## config.mk

```make
export PLATFORM = sky130hd
export DESIGN_NAME = softmax_frame_ctrl
export DESIGN_NICKNAME = d
export VERILOG_FILES = /design/src/rtl/softmax_frame_ctrl.sv
export SDC_FILE = /design/constraint.sdc
export NUM_CORES = 1
export LEC_CHECK = 0
export CAP_MARGIN = 20
export CORE_AREA = 4 4 201 281
export DETAILED_ROUTE_END_ITERATION = 6
export DIE_AREA = 0 0 205 285
export GPL_TIMING_DRIVEN = 0
export PLACE_DENSITY_LB_ADDON = 0.15
export SLEW_MARGIN = 10
export SYNTH_ARGS = -nofsm -noshare
export SYNTH_HDL_FRONTEND = slang
export SYNTH_SLANG_ARGS = --single-unit
```

## constraint.sdc

```tcl
create_clock -name clock_i -period 13.5 [get_ports clock_i]
set_input_delay 1.35 -clock clock_i [delete_from_list [all_inputs] [get_ports clock_i]]
set_output_delay 1.35 -clock clock_i [all_outputs]
set_load 0.01 [all_outputs]
```

## src/rtl/softmax_frame_ctrl.sv

```systemverilog
// Frame sequencer for the softmax log-sum-exp pipeline: buffers one frame, starts and feeds the
// pipeline, then holds the ln result for downstream. Optional WAIT timeout: SOFTMAX_CTRL_TIMEOUT_EN.
module softmax_frame_ctrl #(
  parameter int DATA_SIZE      = 32,
  parameter int NUMBER_OF_DATA = 10
`ifdef SOFTMAX_CTRL_TIMEOUT_EN
  ,
  parameter int TIMEOUT_CYCLES = 256
`endif
) (
  input  logic                 clock_i,
  input  logic                 reset_i,
  input  logic [DATA_SIZE-1:0] in_data_i,
  input  logic                 in_valid_i,
  output logic                 in_ready_o,
  output logic                 pipe_start_o,
  output logic [DATA_SIZE-1:0] pipe_data_o,
  output logic                 pipe_data_valid_o,
  input  logic [DATA_SIZE-1:0] pipe_ln_data_i,
  input  logic                 pipe_ln_valid_i,
  output logic [DATA_SIZE-1:0] result_o,
  output logic                 result_valid_o,
  input  logic                 result_ready_i,
  output logic                 busy_o,
  output logic                 error_o,
  output logic [15:0]          frame_cnt_o,
  output logic [2:0]           state_o
);

  // Both streams use valid/ready: a word or result moves on a rising edge where valid and ready
  // are both high; valid is held and its payload kept stable until that edge.
  localparam int CW = $clog2(NUMBER_OF_DATA);

  localparam logic [2:0] S_LOAD  = 3'd0;
  localparam logic [2:0] S_START = 3'd1;
  localparam logic [2:0] S_FEED  = 3'd2;
  localparam logic [2:0] S_WAIT  = 3'd3;
  localparam logic [2:0] S_DONE  = 3'd4;

  logic [2:0]           state;
  logic [CW-1:0]        wr_cnt;
  logic [CW-1:0]        rd_cnt;
  logic [DATA_SIZE-1:0] frame_buf [NUMBER_OF_DATA];
  logic [DATA_SIZE-1:0] last_word;
  logic [DATA_SIZE-1:0] result_q;
  logic [15:0]          frame_cnt;
  logic                 accept;
  logic                 timed_out;

  assign in_ready_o = (state == S_LOAD) && !reset_i;
  assign accept     = in_valid_i && in_ready_o;

  always_ff @(posedge clock_i) begin
    if (accept) frame_buf[wr_cnt] <= in_data_i;
  end

  always_ff @(posedge clock_i) begin
    if (reset_i) begin
      state     <= S_LOAD;
      wr_cnt    <= '0;
      rd_cnt    <= '0;
      last_word <= '0;
      result_q  <= '0;
      frame_cnt <= '0;
    end else begin
      case (state)
        S_LOAD: begin
          if (accept) begin
            if (wr_cnt == CW'(NUMBER_OF_DATA - 1)) begin
              wr_cnt <= '0;
              state  <= S_START;
            end else begin
              wr_cnt <= wr_cnt + CW'(1);
            end
          end
        end
        S_START: state <= S_FEED;
        S_FEED: begin
          // Remember the word on the bus so it stays put while waiting for ln.
          last_word <= frame_buf[rd_cnt];
          if (rd_cnt == CW'(NUMBER_OF_DATA - 1)) begin
            rd_cnt <= '0;
            state  <= S_WAIT;
          end else begin
            rd_cnt <= rd_cnt + CW'(1);
          end
        end
        S_WAIT: begin
          if (pipe_ln_valid_i) begin
            result_q <= pipe_ln_data_i;
            state    <= S_DONE;
          end else if (timed_out) begin
            result_q <= '0;
            state    <= S_DONE;
          end
        end
        S_DONE: begin
          if (result_ready_i) begin
            frame_cnt <= frame_cnt + 16'd1;
            state     <= S_LOAD;
          end
        end
        default: state <= S_LOAD;
      endcase
    end
  end

`ifdef SOFTMAX_CTRL_TIMEOUT_EN
  localparam int TW = $clog2(TIMEOUT_CYCLES + 1);

  logic [TW-1:0] wait_cnt;
  logic          error_q;

  // A same-cycle ln pulse takes priority over the limit.
  assign timed_out = (state == S_WAIT) && !pipe_ln_valid_i &&
                     (wait_cnt == TW'(TIMEOUT_CYCLES - 1));

  always_ff @(posedge clock_i) begin
    if (reset_i) begin
      wait_cnt <= '0;
      error_q  <= 1'b0;
    end else begin
      if (state != S_WAIT) wait_cnt <= '0;
      else                 wait_cnt <= wait_cnt + TW'(1);

      if (state == S_WAIT && pipe_ln_valid_i)     error_q <= 1'b0;
      else if (timed_out)                         error_q <= 1'b1;
      else if (state == S_DONE && result_ready_i) error_q <= 1'b0;
    end
  end

  assign error_o = error_q;
`else
  assign timed_out = 1'b0;
  assign error_o   = 1'b0;
`endif

  assign pipe_start_o      = (state == S_START);
  assign pipe_data_valid_o = (state == S_FEED);
  assign pipe_data_o       = (state == S_FEED) ? frame_buf[rd_cnt] : last_word;
  assign result_o          = result_q;
  assign result_valid_o    = (state == S_DONE);
  assign busy_o            = (state != S_LOAD);
  assign frame_cnt_o       = frame_cnt;
  assign state_o           = state;

endmodule
```

Yosys cells after proc, flatten, opt, wreduce, memory -nomap -nowiden
Memories as Yosys holds them, arrays and structs flattened. A register that Yosys moved wholly into a read port is not among the register bits.
Cells that the tools add are included.
Widths: inputs -> output; s select.
{"block": "op_classes", "eq_ne": 11, "magnitude_cmp": 0, "mul": 0, "reduce_logical": 9, "n_div": 0, "n_mux": 13, "add_sub_neg": 3, "bitwise": 0, "n_shift": 0}
{"cell": "$mux 32", "n": 1}
{"cell": "$add 16x1->16 const B", "n": 1}
{"cell": "$mux 4", "n": 4}
{"cell": "$mux 3", "n": 5}
{"cell": "$pmux 3 s5", "n": 1}
{"cell": "$add 4x1->4 const B", "n": 2}
{"cell": "$eq 4x4->1 const B", "n": 2}
{"cell": "$eq 3x2->1 const B", "n": 2}
{"cell": "$ne 2x1->1 const B", "n": 3}
{"cell": "$reduce_and 2->1", "n": 3}
{"cell": "$reduce_and 5->1", "n": 1}
{"cell": "$ne 2x2->1 const B", "n": 2}
{"cell": "$eq 3x1->1 const B", "n": 1}
{"cell": "$eq 3x3->1 const B", "n": 1}
{"cell": "$logic_not 3->1", "n": 1}
{"cell": "$reduce_bool 3->1", "n": 1}
{"cell": "$logic_and 1x1->1", "n": 2}
{"cell": "$mux 1", "n": 2}
{"cell": "$logic_not 1->1", "n": 1}
{"block": "totals", "wordCells": 43, "latch_bits": 0, "reg_bits": 91, "input_bits": 69, "n_memories": 1, "ramBits": 320, "mem_bits_ro": 0}
{"name": "frame_buf", "depth": 10, "word_bits": 32, "rd": 1, "rd_clocked_by_memory_dff": 1, "wr": 1, "line": "43", "rtl": "logic [DATA_SIZE-1:0] frame_buf [NUMBER_OF_DATA];"}

Depth between registers and ports, before layout
Gate-level depths: netlist of run 1.
{"block": "depth", "word_depth": 5, "mapped_depth": 7, "depth_no_buf": 5}

Worst setup path after synthesis of run 1
No wires, ideal clock.
{"block": "synth_timing", "path_type": "input to register", "from": "in reset_i", "to": "mem frame_buf[1][0] (enable)", "arrival_time_ns": 5.103, "setup_time_ns": 0.501, "cell_stages": 4, "t_required_ns": 12.999, "n_path_buf": 1, "setup_slack_ns": 7.895, "cell_sequence": "clkbuf_1 nor4_4 nand3_2 nor4_1"}
{"block": "synth_between", "elab_chain_cells": 5}
{"item": "start: declaration", "line": "12", "rtl": "input logic reset_i,"}
{"item": "$logic_not 1->1", "line": "50", "rtl": "assign in_ready_o = (state == S_LOAD) && !reset_i;"}
{"item": "$logic_and 1x1->1", "line": "50"}
{"item": "via in_ready_o", "line": "15", "rtl": "output logic in_ready_o,"}
{"item": "$logic_and 1x1->1", "line": "51", "rtl": "assign accept = in_valid_i && in_ready_o;"}
{"item": "$mux 1", "line": "54", "rtl": "if (accept) frame_buf[wr_cnt] <= in_data_i;"}
{"item": "$mux 1 (not written as such)", "line": "54"}
{"item": "end: declaration", "line": "43"}
The timed path passes the listed nets, and every way through them passes these cells.

Worst setup path in the final report of run 1
{"block": "layout_timing", "from": "reg state[1], in the netlist state_o[1]", "to": "out pipe_data_o[15]"}
{"block": "layout_between", "elab_chain_cells": 2}
{"item": "start: declaration", "line": "40", "rtl": "logic [2:0] state;"}
{"item": "start signal: assignment", "line": "59", "rtl": "state <= S_LOAD;"}
{"item": "start signal: assignment", "line": "71", "rtl": "state <= S_START;"}
{"item": "start signal: assignment", "line": "77", "rtl": "S_START: state <= S_FEED;"}
{"item": "$eq 3x2->1", "line": "140", "rtl": "assign pipe_data_o = (state == S_FEED) ? frame_buf[rd_cnt] : last_word;"}
{"item": "$mux 32"}
{"item": "end: declaration", "line": "17", "rtl": "output logic [DATA_SIZE-1:0] pipe_data_o,"}
No other way between the ends.

==> out/summary.txt, run 1 <==
wire length per cell = 20.6 um
fin util = 37.4%
Final setup viols = 0
placed insts = 1,972
critical path type = register to output pin
via density per instance = 4.64
H-tree level count = 2
worst endpoint required time = 12.15 ns
Worst EP arrival = 3.37 ns
power density over the cells = 127 nW/um2
Post-synth EDFFs = 320
CTS Buffer Depth = 3
Seq cells post-synth = 415
I/O Pins = 158
Setup WS post-layout = 8.78 ns
later-pin clock latency in the skew report = 0.55 ns
clk sinks = 415
element type at the critical path start = register
RSZ-0062 raised after global routing = false
Post-CTS Resized = 0
vias in the first global route = 9,876
Rel. slew slack = 46.4%
Reg2Reg Launch Point = state_o[0]
Initial Util = 29.7%
post-route antenna net violation count = 0
Async SR Flop Fraction = 0%
Critical Path End Type = output pin
XOR/XNOR share of the synthesized area = 0.657%
clock slew at reported path FFs = 0.06 ns
Peak Freq = 212 MHz
top cells by area, synth = edfxtp_1 60%, dfxtp_1 12%, mux2i_1 6.0%
status = complete, no violations
ys flop type = edfxtp_1
min-delay src = result_o[24]
Vias = 9,497
largest family of logic cells by synthesized area = multiplexers
Synth Area in Adders = 0.0782%
final hold violation count = 0
Die Wd = 205 um
fin cells = 2,048
chip height = 285 um
hold depth = 2
Starting DRT DRC Count = 498
Post-CTS Setup Bufs = 0
synth unique cells = 52
Max Slew Vio Count = 0
RePlAce Congestion = 0.723
first-pass GRT wire length = 63,000 um
post-synthesis mux area share = 10.7%
largest net degree at the start of global routing = 23
Final Critical Period = 4.72 ns
PortBufs = 155
setup TNS = 0 ns
R2R depth = 7
clk root buf = clkbuf_16
post-synthesis sequential area ratio = 71.9%
Post-Synth Simple-Gate Area = 8.89%
detailed-route DRC error count = 0
LEAKAGE = 6.32 nW
Worst Hold Class = register to register
DP HPWL = 29,500 um
nets = 1,364
total grt overflow = 0
core area = 54,000 um2
CP max FO = 10
Avg Inst Size Synth = 15.1 um2
global-route usage over all layers = 14.1%
Synth Net Count = 1,131
Layout Area Growth over Synthesis = 26.2%
DP Worst Slack = 9.25 ns
Syn Std Cell Area = 16,000 um2
Final Cycle Share = 35.0%
worst slew pin tran = 0.805 ns
Routed WL = 42,100 um
RR Endpoint = frame_buf[0][21]
first-pass detailed-route iteration total = 4
commonest non-fill, non-tap cell in the layout = edfxtp_1
die area = 58,400 um2
Synth area leader = edfxtp_1
initial antenna violation count = 2
CTS buffer count = 41
post-synth top area share = 60.0%
Hold-fix buffers, CTS = 0
CTS tree = built
skew final = 0.0108 ns
most frequent cells in the layout = 320 x edfxtp_1, 155 x clkdlybuf4s50_1, 96 x mux2i_1
layout cells sized above 1 = 13.2%
maximum VDD drop = 0.0745 mV
Compound-Gate Fraction of Synth Area = 5.51%
Mapped Cells = 1,061
Hold EP = result_o[24]
row cnt = 101
max_cap viols = 0
R2R setup slack = 10.57 ns
synth warn = 0
[how the worst max path moves through the flow]
| stage | start | end | slack (ns) |
|---|---|---|---|
| after CTS | state_o[1] | pipe_data_o[15] | 8.67 |
| after floorplan | reset_i | frame_buf[1][0] | 7.90 |
| after detailed placement | state_o[1] | pipe_data_o[15] | 9.25 |
| after global placement | reset_i | frame_buf[1][26] | 4.12 |
| after global routing | state_o[1] | pipe_data_o[15] | 8.53 |
| final | state_o[1] | pipe_data_o[15] | 8.78 |
[stage by stage]
step	power (mW)	hold slack, ns	instance area, um2
after floorplan	1.43	0.473	16000
after global placement	1.47	0.442	18500
after detailed placement	1.48	0.446	18900
after CTS	2.61	0.455	20200
after global routing	2.66	0.476	20200
final	2.57	0.453	20200
[state kept, by name, indices dropped and copies added (netlist names), named ones only]
name,count
frame_cnt_o,16
wr_cnt,4
state_o,3
rd_cnt,4
frame_buf,320
last_word,32
result_o,32
[synthesized netlist by cell type (3+ instances only)]
| cell type | n |
|---|---|
| mux4_2 | 32 |
| a221oi_1 | 32 |
| buf_6 | 5 |
| xnor2_1 | 4 |
| nand2_1 | 68 |
| dfxtp_1 | 95 |
| edfxtp_1 | 320 |
| and3_1 | 4 |
| nand2b_1 | 37 |
| nor2_1 | 90 |
| nand4b_1 | 3 |
| a21oi_1 | 74 |
| clkbuf_1 | 37 |
| o21ai_0 | 35 |
| mux2i_1 | 96 |
| nand4_1 | 4 |
| nand3_1 | 8 |
| nor3_1 | 40 |
| nor2b_1 | 6 |
| buf_2 | 13 |
| buf_4 | 10 |
| xor2_1 | 8 |
[layout make-up]
| class | instances | area, um2 |
|---|---|---|
| inverter | 2 | 7.51 |
| fill | 5155 | 33800 |
| multi-input combinational | 577 | 4210 |
| clock inverter | 20 | 184 |
| buffer | 67 | 343 |
| timing repair buffer | 190 | 1930 |
| antenna | 1 | 2.50 |
| clock buffer | 55 | 1120 |
| sequential | 415 | 11500 |
| tap | 721 | 902 |
[per-layer routing]
layer	GRT usage, %	vias to the layer above	share of wire (%)
li1	-	4477	-
met1	17.1	4765	41
met2	25.8	204	52
met3	2.68	49	5.0
met4	3.47	2	2.0
met5	0	-	0.029
[kinds of logic (layout without fill, tap and decap cells)]
logic type	after synthesis	after routing
flops	415	415
simple gates	284	284
compound gates	148	148
mux	131	131
buf+inv	69	334
xor+xnor	12	12
fa+ha+maj	1	1
other cells	1	2
[critical path, stage by stage (launching register included)]
cell and delay, ns:
dfxtp_1 0.41, buf_2 0.27, nor3b_2 0.43, clkbuf_1 0.54, o21ai_0 0.23, a21oi_1 0.36, nor2_1 0.09, clkdlybuf4s50_1 0.49
[where the power goes]
group | internal (mW) | switching [mW]
Clock | 0.642 | 0.484
Sequential | 1.38 | 0.00238
Combinational | 0.0271 | 0.0351
(Power assumes the default switching activity.)
==> run 2: changes to the inputs <==
==> constraint.sdc (replaced) <==
create_clock -name clock_i -period 4.91 [get_ports clock_i]
set_input_delay 0.491 -clock clock_i [delete_from_list [all_inputs] [get_ports clock_i]]
set_output_delay 0.491 -clock clock_i [all_outputs]
set_load 0.01 [all_outputs]
==> results of run 2 <==
Same layout as run 1 (identical final DEF). Status: complete, no violations.
Main changes from that run: setup slack after placement 9.25 ns -> 1.52 ns; setup slack after layout 8.78 ns -> 1.05 ns; register-to-register setup slack 10.57 ns -> 1.98 ns; total power 2.57 mW -> 7.08 mW; worst IR drop on VDD 0.0745 mV -> 0.205 mV
==> run 3: changes to the inputs <==
==> constraint.sdc (replaced) <==
create_clock -name clock_i -period 3.17 [get_ports clock_i]
set_input_delay 0.317 -clock clock_i [delete_from_list [all_inputs] [get_ports clock_i]]
set_output_delay 0.317 -clock clock_i [all_outputs]
set_load 0.01 [all_outputs]
==> out/summary.txt, run 3 (same netlist as run 1, synthesis figures left out) <==
switch share = 20.2%
worst endpoint required time = 2.85 ns
clock slew at reported path FFs = 0.06 ns (about the same)
via density per instance = 4.63 (-0.17%)
combinational share of power = 2.5% (about the same)
Worst Hold Class = input port to register
Clk pwr share = 44.7% (+1.0 points)
Biggest register = frame_buf
Max Slew Vio Count = 0 (unchanged)
I/O Pins = 158 (unchanged)
Layout Area Growth over Synthesis = 29.1%
skew final = 0.0194 ns (+0.00861 ns)
Hold-fix buffers, CTS = 0 (unchanged)
placed insts = 1,955 (-0.86%)
clk sinks = 415 (unchanged)
CTS Buffer Depth = 3 (unchanged)
Reg2Reg Launch Point = state_o[0]
LEAKAGE = 6.39 nW (+1.2%)
worst slew pin tran = 0.867 ns (+0.0621 ns)
CTS tree = built
Routed WL = 41,900 um (-0.46%)
CTS buffer count = 43 (+4.9%)
most frequent cells in the layout = 320 x edfxtp_1, 152 x clkdlybuf4s50_1, 96 x mux2i_1
area occupied by multi-input gates = 4480 um2 (+6.4%)
final hold violation count = 0 (unchanged)
RSZ-0062 raised after global routing = false
Starting DRT DRC Count = 507 (+1.8%)
global-route usage over all layers = 14.0% (-0.12 points)
Final Critical Period = 3.07 ns
RePlAce Congestion = 0.721 (-0.35%)
R2R setup slack = 0.47 ns
detailed-route DRC error count = 0 (unchanged)
die area = 58,400 um2 (unchanged)
maximum VDD drop = 0.296 mV
Design Area, Final = 20,700 um2 (+2.2%)
area post-placement = 18,900 um2 (-0.17%)
layout cells sized above 1 = 16.5% (+3.3 points)
initial antenna violation count = 3 (+1)
critical path type = register to output pin
first-pass detailed-route iteration total = 7 (+3)
Crit path largest cell delay = 0.58 ns (+0.04 ns)
commonest non-fill, non-tap cell in the layout = edfxtp_1
total grt overflow = 0 (unchanged)
Final Cycle Share = 96.8%
DP HPWL = 29,000 um (-1.5%)
Setup WS post-layout = 0.102 ns
Critical Path End Type = output pin
setup TNS = 0 ns (unchanged)
element type at the critical path start = register
post-route antenna net violation count = 0 (unchanged)
row cnt = 101 (unchanged)
DP Worst Slack = -0.0122 ns
H-tree level count = 2 (unchanged)
Slowest cell on crit path = clkdlybuf4s50_1
core area = 54,000 um2 (unchanged)
CP max FO = 10 (unchanged)
first-pass GRT wire length = 61,900 um (-1.8%)
nets = 1,350 (-1.0%)
fin cells = 2,036 (-0.59%)
Initial Util = 29.7% (unchanged)
Die Wd = 205 um (unchanged)
Vias = 9,425 (-0.76%)
status = complete, no violations
max reg flops = 320 (unchanged)
later-pin clock latency in the skew report = 0.56 ns (about the same)
gr busiest metal = met2
GR Util met2 = 25.3% (-0.49 points)
n_diodes = 0 (-1)
max_cap viols = 0 (unchanged)
Int Power = 8.92 mW
vias in the first global route = 9,614 (-2.7%)
Final setup viols = 0 (unchanged)
CP endpoint = pipe_data_o[13]
crit path cell chain = buf_2 > nor2b_1 > clkbuf_2 > clkbuf_8 > a221oi_2 > a21oi_1 > nor2_1 > clkdlybuf4s50_1
largest net degree at the start of global routing = 21 (-8.7%)
met3 Track Usage GR = 2.68% (unchanged)
fin util = 38.3% (+0.84 points)
PortBufs = 155 (unchanged)
Layout fillers = 5,086 (-1.3%)
Reg area = 11,500 um2 (about the same)
wire length per cell = 20.6 um (+0.13%)
Peak Freq = 326 MHz
power density over the cells = 541 nW/um2
met1 usage = 17.0% (-0.080 points)
Net Sw Power = 2.25 mW
clk root buf = clkbuf_16
RR Endpoint = frame_buf[1][18]
chip height = 285 um (unchanged)
R2R depth = 6 (-1)
Rel. slew slack = 41.8% (-4.6 points)
Worst EP arrival = 2.75 ns (-0.62 ns)
sequential share of power = 52.8% (-1.0 points)
[run 3: worst min-delay path by stage]
stage | startpoint | endpoint | slack, ns | cells past startpoint
finish | reset_i | frame_cnt_o[15] | 0.31 | 3
global route | pipe_ln_data_i[24] | result_o[24] | 0.31 | 3
CTS | pipe_ln_data_i[30] | result_o[30] | 0.29 | 3
detailed placement | result_o[0] | result_o[0] | 0.45 | 2
global placement | result_o[30] | result_o[30] | 0.44 | 2
floorplan | in_data_i[0] | frame_buf[0][0] | 0.42 | 0
[run 3: power by group through the flow]
stage / logic (mW) / registers, mW / clock network, mW
detailed placement: 0.274 / 6.02 / 0
global placement: 0.250 / 6.03 / 0
floorplan: 0.0736 / 6.02 / 0
finish: 0.276 / 5.91 / 4.99
global route: 0.301 / 5.90 / 5.39
CTS: 0.281 / 5.90 / 5.17
[run 3: through the flow]
step | total power, mW | hold slack, ns
2_1_floorplan | 6.10 | 0.416
3_3_place_gp | 6.28 | 0.441
3_5_place_dp | 6.30 | 0.447
4_1_cts | 11.4 | 0.290
5_1_grt | 11.6 | 0.312
6_report | 11.2 | 0.309
[run 3: per-layer routing]
layer  part of all wire [%]  vias up
met5                  0.098        -
li1                       -     4457
met1                     41     4663
met2                     52      241
met4                    2.2        6
met3                    5.4       58
[run 3: final cells by class]
| type | count | area share (%) |
|---|---|---|
| plain buffers | 66 | 2.30 |
| clock buffers | 61 | 5.84 |
| clock inverters | 19 | 0.884 |
| inverters | 2 | 0.0363 |
| multi-input cells | 577 | 21.7 |
| flip-flops and latches | 415 | 55.7 |
| well taps | 721 | 4.37 |
| repair buffers | 175 | 9.15 |
[run 3: what timing repair did]
action                                  CTS  global route
cloned                                    0             0
endpoints found under the hold margin     0             0
endpoints found under the setup margin   33            32
setup buffers                             2             0
pin swaps                                 1             0
gates resized for setup                  76            27
[run 3: critical path, delay by kind of cell (launching register included)]
| kind | cells | cell delay (ns) |
|---|---|---|
| DFF | 1 | 0.29 |
| AOI/OAI and AO/OA | 2 | 0.42 |
| buffers and inverters | 4 | 1.14 |
| and+or+nand+nor | 2 | 0.34 |
